**src/rtl/sdram_pkg.sv**
```systemverilog
// Shared definitions for the SDRAM controller and its refresh scheduler:
// scheduler state encoding, controller command encodings and default timing.
package sdram_pkg;

  typedef enum logic [1:0] {
    S_IDLE = 2'd0,
    S_OPP  = 2'd1,
    S_URG  = 2'd2
  } refsched_state_t;

  // Command bus encoding {cs_n, ras_n, cas_n, we_n} as driven by the controller
  typedef enum logic [3:0] {
    CMD_LOAD_MODE    = 4'b0000,
    CMD_AUTO_REFRESH = 4'b0001,
    CMD_PRECHARGE    = 4'b0010,
    CMD_ACTIVE       = 4'b0011,
    CMD_WRITE        = 4'b0100,
    CMD_READ         = 4'b0101,
    CMD_NOP          = 4'b0111
  } sdram_cmd_t;

  // 7.8 us tREFI at ~128 MHz core clock
  localparam int REFI_CYCLES_DEF   = 1000;
  localparam int MAX_DEBT_DEF      = 8;
  localparam int URGENT_THRESH_DEF = 6;
  localparam int IDLE_WIN_DEF      = 16;

endpackage

```
**src/rtl/sdram_refresh_timer.sv**
```systemverilog
// Free-running tREFI-style period timer. Counts 0..PERIOD-1 while enabled and
// emits a one-cycle tick on the wrap. Held at zero while disabled.
module sdram_refresh_timer #(
  parameter int PERIOD = 1000
) (
  input  logic clk,
  input  logic reset,
  input  logic i_enable,
  output logic o_tick
);

  localparam int CNT_W = (PERIOD > 1) ? $clog2(PERIOD) : 1;
  localparam logic [CNT_W-1:0] LAST = CNT_W'(PERIOD - 1);

  logic [CNT_W-1:0] r_tick_cnt;
  logic             w_wrap;

  assign w_wrap = (r_tick_cnt == LAST);

  // Period counter; restarts from zero whenever the scheduler is dormant
  always_ff @(posedge clk) begin
    if (reset || !i_enable) begin
      r_tick_cnt <= '0;
    end else if (w_wrap) begin
      r_tick_cnt <= '0;
    end else begin
      r_tick_cnt <= r_tick_cnt + 1'b1;
    end
  end

  assign o_tick = i_enable & w_wrap;

endmodule

```
**src/rtl/sdram_refresh_sched.sv**
```systemverilog
// SDRAM refresh scheduler. Accrues one refresh obligation per tREFI period,
// requests refreshes opportunistically when clients have been quiet, and
// stalls clients once the outstanding debt becomes urgent.
// Optional build macro SDRAM_REFSCHED_STATS_EN adds the ack counter and
// peak-debt statistic; without it both stat outputs are tied to zero.
module sdram_refresh_sched
  import sdram_pkg::*;
#(
  parameter int REFI_CYCLES   = REFI_CYCLES_DEF,
  parameter int MAX_DEBT      = MAX_DEBT_DEF,
  parameter int URGENT_THRESH = URGENT_THRESH_DEF,
  parameter int IDLE_WIN      = IDLE_WIN_DEF,
  localparam int DEBT_W       = $clog2(MAX_DEBT + 1)
) (
  input  logic              clk,
  input  logic              reset,
  input  logic              i_enable,
  input  logic              i_client_active,
  input  logic              i_refresh_ack,
  output logic              o_refresh_req,
  output logic              o_hold_clients,
  output logic [DEBT_W-1:0] o_debt,
  output logic              o_overflow,
  output logic [15:0]       o_stat_refresh_count,
  output logic [DEBT_W-1:0] o_stat_max_debt
);

  localparam int IDLE_W = $clog2(IDLE_WIN + 1);
  localparam logic [DEBT_W-1:0] DEBT_MAX  = DEBT_W'(MAX_DEBT);
  localparam logic [DEBT_W-1:0] DEBT_URG  = DEBT_W'(URGENT_THRESH);
  localparam logic [IDLE_W-1:0] IDLE_FULL = IDLE_W'(IDLE_WIN);

  refsched_state_t   r_state;
  refsched_state_t   w_state_next;
  logic [DEBT_W-1:0] r_debt;
  logic [DEBT_W-1:0] w_debt_next;
  logic [IDLE_W-1:0] r_idle_cnt;
  logic              r_overflow;
  logic              w_overflow_set;
  logic              w_tick;
  logic              w_ack_take;
  logic              w_idle_ok;
  logic              w_urgent;

  sdram_refresh_timer #(
    .PERIOD (REFI_CYCLES)
  ) u_timer (
    .clk      (clk),
    .reset    (reset),
    .i_enable (i_enable),
    .o_tick   (w_tick)
  );

  // Quiet-cycle counter, saturating at the idle window
  always_ff @(posedge clk) begin
    if (reset || !i_enable || i_client_active) begin
      r_idle_cnt <= '0;
    end else if (r_idle_cnt != IDLE_FULL) begin
      r_idle_cnt <= r_idle_cnt + 1'b1;
    end
  end

  assign w_idle_ok = (r_idle_cnt == IDLE_FULL);

  // An ack only pays something off when there is debt to pay
  assign w_ack_take = i_enable & i_refresh_ack & (r_debt != '0);

  // Debt accounting: a simultaneous tick and consumed ack cancel out
  always_comb begin
    w_debt_next    = r_debt;
    w_overflow_set = 1'b0;
    if (!i_enable) begin
      w_debt_next = '0;
    end else if (w_tick && !w_ack_take) begin
      if (r_debt == DEBT_MAX) begin
        w_overflow_set = 1'b1;
      end else begin
        w_debt_next = r_debt + 1'b1;
      end
    end else if (w_ack_take && !w_tick) begin
      w_debt_next = r_debt - 1'b1;
    end
  end

  assign w_urgent = (w_debt_next >= DEBT_URG);

  // Debt register and sticky overflow; overflow survives enable toggling
  always_ff @(posedge clk) begin
    if (reset) begin
      r_debt     <= '0;
      r_overflow <= 1'b0;
    end else begin
      r_debt <= w_debt_next;
      if (w_overflow_set) begin
        r_overflow <= 1'b1;
      end
    end
  end

  // State register
  always_ff @(posedge clk) begin
    if (reset) begin
      r_state <= S_IDLE;
    end else begin
      r_state <= w_state_next;
    end
  end

  // Next-state decode, evaluated on post-update debt so outputs track it
  always_comb begin
    w_state_next = r_state;
    if (!i_enable) begin
      w_state_next = S_IDLE;
    end else begin
      case (r_state)
        S_IDLE: begin
          if (w_urgent) begin
            w_state_next = S_URG;
          end else if ((w_debt_next != '0) && w_idle_ok) begin
            w_state_next = S_OPP;
          end
        end
        S_OPP: begin
          if (w_urgent) begin
            w_state_next = S_URG;
          end else if (w_debt_next == '0) begin
            w_state_next = S_IDLE;
          end else if (i_client_active) begin
            w_state_next = S_IDLE;
          end
        end
        S_URG: begin
          if (!w_urgent) begin
            w_state_next = S_IDLE;
          end
        end
        default: w_state_next = S_IDLE;
      endcase
    end
  end

  // Outputs decoded from the registered state
  always_comb begin
    o_refresh_req  = (r_state != S_IDLE);
    o_hold_clients = (r_state == S_URG);
  end

  assign o_debt     = r_debt;
  assign o_overflow = r_overflow;

`ifdef SDRAM_REFSCHED_STATS_EN
  logic [15:0]       r_stat_refresh_count;
  logic [DEBT_W-1:0] r_stat_max_debt;

  // Consumed-ack counter and peak-debt tracker; cleared only by reset
  always_ff @(posedge clk) begin
    if (reset) begin
      r_stat_refresh_count <= '0;
      r_stat_max_debt      <= '0;
    end else begin
      if (w_ack_take) begin
        r_stat_refresh_count <= r_stat_refresh_count + 1'b1;
      end
      if (w_debt_next > r_stat_max_debt) begin
        r_stat_max_debt <= w_debt_next;
      end
    end
  end

  assign o_stat_refresh_count = r_stat_refresh_count;
  assign o_stat_max_debt      = r_stat_max_debt;
`else
  assign o_stat_refresh_count = '0;
  assign o_stat_max_debt      = '0;
`endif

endmodule

```
**config.mk**
```make
export PLATFORM = sky130hd
export DESIGN_NAME = sdram_refresh_sched
export DESIGN_NICKNAME = d
export VERILOG_FILES = /design/src/rtl/sdram_pkg.sv /design/src/rtl/sdram_refresh_timer.sv /design/src/rtl/sdram_refresh_sched.sv
export SDC_FILE = /design/constraint.sdc
export NUM_CORES = 1
export LEC_CHECK = 0
export BUFFER_PORTS_ARGS = -buffer_cell sky130_fd_sc_hd__buf_2
export CAP_MARGIN = 20
export CORE_UTILIZATION = 45
export DETAILED_ROUTE_END_ITERATION = 10
export PLACE_DENSITY = 0.69
export SYNTH_ARGS = -nofsm -noshare
export SYNTH_HDL_FRONTEND = slang
export SYNTH_SLANG_ARGS = --single-unit
```
**constraint.sdc**
```tcl
create_clock -name clk -period 2.4 [get_ports clk]
set_input_delay 0.12 -clock clk [delete_from_list [all_inputs] [get_ports clk]]
set_output_delay 0.12 -clock clk [all_outputs]
set_load 0.005 [all_outputs]
```
==> flow_summary_export.csv <==
group,metric,value,unit
critical_path,critPathTopFamily,"simple AND/OR/NAND/NOR gates",
synth,yosysTopAreaCellShare,33.4,%
synth,synth_common_cells,"buf_4 (22), dfxtp_1 (22), nor2_1 (16)",
synth,ys_ff_latch,22,
drt,drc,0,
synth,synthArstFlopShare,0,%
sta,fin_crit_sh,85.6,%
sta,hold_viol,0,
finish,area_growth,3.61,%
power_and_ir_drop,p_comb_share,4.4,%
power_and_ir_drop,p_seq_share,54.3,%
floorplanning,core,2760,um^2
global_route,antenna_found_initial,0,
global_route,grt_pass1_wl,3680,um
global_route,grt_usage,14.6,%
critical_path,critical_path_arrival,2.27,ns
power_and_ir_drop,p_sw,0.000136,W
power_and_ir_drop,internal_power,0.000545,W
sta,holdWs,0.147,ns
synth,synth_ff_type,"dfxtp_1",
sta,finalWorstSetupSlack,0.346,ns
sta,fin_tns_setup,0,ns
floorplanning,std_cell_rows,19,
clock_tree,cts-buffers-inserted,3,
synth,synth-edff-count,0,
finish,multi_input_area,743,um^2
critical_path,critPathMaxFanout,6,
clock_tree,cts_tree,"done",
power_and_ir_drop,leakagePower,0.563,nW
floorplanning,die_area,3150,um^2
synth,synth_area_per_cell,8.79,um^2
critical_path,crit_chain,"inv_1 > ha_1 > or3b_2 > and2_0 > mux2i_1 > xnor2_1 > nor3b_1 > nor3_1",
place,placed_area,1300,um^2
clock_tree,cts_max_level,1,
job,maxCapViolCount,0,
clock_tree,cts_resized,0,
finish,final_core_util,49.5,%
clock_tree,cts_hold_buf,1,
drt,drt-initial-drc-count,12,
clock_tree,clock_path_buffers,2,
synth,synth_top_area_cell,"dfxtp_1",
global_route,grt_overflow_total,0,
power_and_ir_drop,sw_frac_of_total,20.0,%
critical_path,worstSetupStartpointType,"register",
critical_path,ff2ff_setup_slack,0.35,ns
sta,min_period,2.05,ns
synth,ys_warn_count,0,
drt,vias,979,
critical_path,worst_ep_required_time,2.61,ns
clock_tree,cts-root-buf,"clkbuf_4",
sta,slew_violations,0,
status,status,"completed",
clock_tree,cts_setup_buffers,0,
floorplanning,io_pins,32,
clock_tree,insertion_delay,0.30,ns
finish,layout.area.seq,440,um^2
worst_hold_path,hold_path_class,"primary input to register",
finish,fillers,268,
global_route,grt_pass1_vias,882,
critical_path,cp_slowest_cell,"or3b_2",
critical_path,cpPeakStageDelay,0.49,ns
synth,synthDistinctLibCells,39,
place,port_buffers,11,
sta,setup_viol,0,
place,gp_congestion,0.798,
clock_tree,cts.sinks,22,
power_and_ir_drop,ir_worst_vdd,0.326,mV
sta,fmax,487,MHz
drt,viasPerCell,5.10,
finish,stdcell_area,1370,um^2
synth,netlist_area,1320,um^2
sta,slew_headroom,64.6,%
synth,syn-instance-count,150,
power_and_ir_drop,pwr-share-clk,41.2,%
critical_path,worstSetupPathType,"register to register",
floorplanning,die_height,56.1,um
finish,fin_nets,172,
drt,postRouteAntennaNets,0,
critical_path,cp.buffers_inverters,1,
drt,drt-total-wl,2220,um
sta,worst_pin_slew,0.527,ns
place,dp_slack,0.382,ns
critical_path,end_kind,"register",
drt,wl_per_cell,11.6,um
sta,rsz0062_at_grt,"false",
place,hpwlAfterDp,1710,um
synth,yosysSeqAreaShare,33.4,%
drt,dr.pass1.iters,4,
power_and_ir_drop,powerDensity,499,nW/um^2
synth,ys_top_cells_by_area,"dfxtp_1 (33%), buf_4 (13%), xor2_1 (5.3%)",
global_route,grt_start_max_net_pins,14,
floorplanning,die_w,56.1,um
finish,diodes,0,
sta,fin_skew,0.00576,ns
clock_tree,cts.clk_slew.worst_paths,0.13,ns
finish,drive_gt1_share,16.1,%
floorplanning,initial_core_util,47.8,%
==> registers in the layout, summed over array words and instances (netlist names) <==
register,count
r_state,2
o_debt,4
u_timer.r_tick_cnt,10
o_overflow,1
r_idle_cnt,5
==> worst register-to-register path: cells and delay by family, from the launching register on <==
family | cells | cell delay [ns]
XOR/XNOR | 1 | 0.17
adder cells (fa/ha/maj) | 1 | 0.20
buffers and inverters | 1 | 0.10
flip-flops | 1 | 0.38
multiplexers | 1 | 0.18
AND/OR/NAND/NOR | 4 | 0.94
==> per-stage QoR <==
step,power [W],std cells
final,0.000682,192
after global routing,0.000707,192
after CTS,0.000689,192
after detailed placement,0.000407,187
after global placement,0.000406,187
after floorplan,0.000423,169
==> cell usage in the layout, fill, tap and decap left out <==
master,netlist,final
or2b_1,1,1
o22ai_2,1,1
ha_1,5,5
a311oi_1,1,1
o221ai_1,1,1
nand3_1,9,9
and3_4,1,1
nand2_1,6,6
nand2_2,1,1
a31oi_1,2,2
and2_0,1,1
and4bb_4,1,1
inv_1,7,7
nor3b_1,2,2
or3_1,1,1
conb_1,1,20
bufinv_16,0,1
dlygate4sd3_1,0,1
or2_2,1,1
and3_1,3,3
and4_4,1,1
a21oi_1,2,2
nor3_1,5,5
or4_4,1,1
or3b_2,1,1
xnor2_1,5,5
clkbuf_4,0,3
o211ai_2,1,1
and2_1,1,1
dfxtp_1,22,22
buf_2,0,11
nand2b_1,3,3
nand4_1,3,3
a221oi_2,1,1
mux2i_1,5,5
o21ai_0,2,2
maj3_2,1,1
nor2_1,16,16
xor2_1,8,8
nor2b_1,3,3
==> path summary, 6_finish.rpt <==
path / startpoint / end / cells past startpoint
min reg2reg: o_overflow / o_overflow / 2
max reg2reg: o_debt[1] / r_state[0] / 8
min: i_enable / r_state[0] / 3
max: o_debt[1] / r_state[0] / 8
==> final cells by class <==
cell class	count	area share, %
multi-input combinational	116	54.4
sequential	22	32.2
timing repair buffer	12	4.76
tap	31	2.84
clock inverter	1	2.20
inverter	7	1.92
clock buffer	3	1.65
==> logic make-up after synthesis <==
kind of cell / after synthesis / synth area share [%]
AO/OA/AOI/OAI: 11 / 6.83
XOR/XNOR: 13 / 8.63
adder cells (fa/ha/maj): 6 / 5.60
buffers and inverters: 31 / 15.7
flip-flops: 22 / 33.4
multiplexers: 5 / 3.80
other: 1 / 0.284
AND/OR/NAND/NOR: 61 / 25.8
==> routing by layer <==
layer | vias up | share of wire, % | track usage (%) | wire, um
li1 | 492 | - | - | -
met1 | 461 | 44 | 16.0 | 979
met2 | 22 | 51 | 26.5 | 1140
met3 | 4 | 2.6 | 2.79 | 58
met4 | 0 | 1.9 | 7.32 | 43
met5 | - | 0 | 0 | 0
==> power groups by stage <==
stage	Combinational, W	Clock (W)	Sequential, W
finish	0.0000302	0.000281	0.000370
global route	0.0000354	0.000301	0.000371
CTS	0.0000297	0.000289	0.000370
detailed placement	0.0000282	0	0.000378
global placement	0.0000278	0	0.000378
floorplan	0.0000455	0	0.000378
Power figures use the tool's default switching activity.
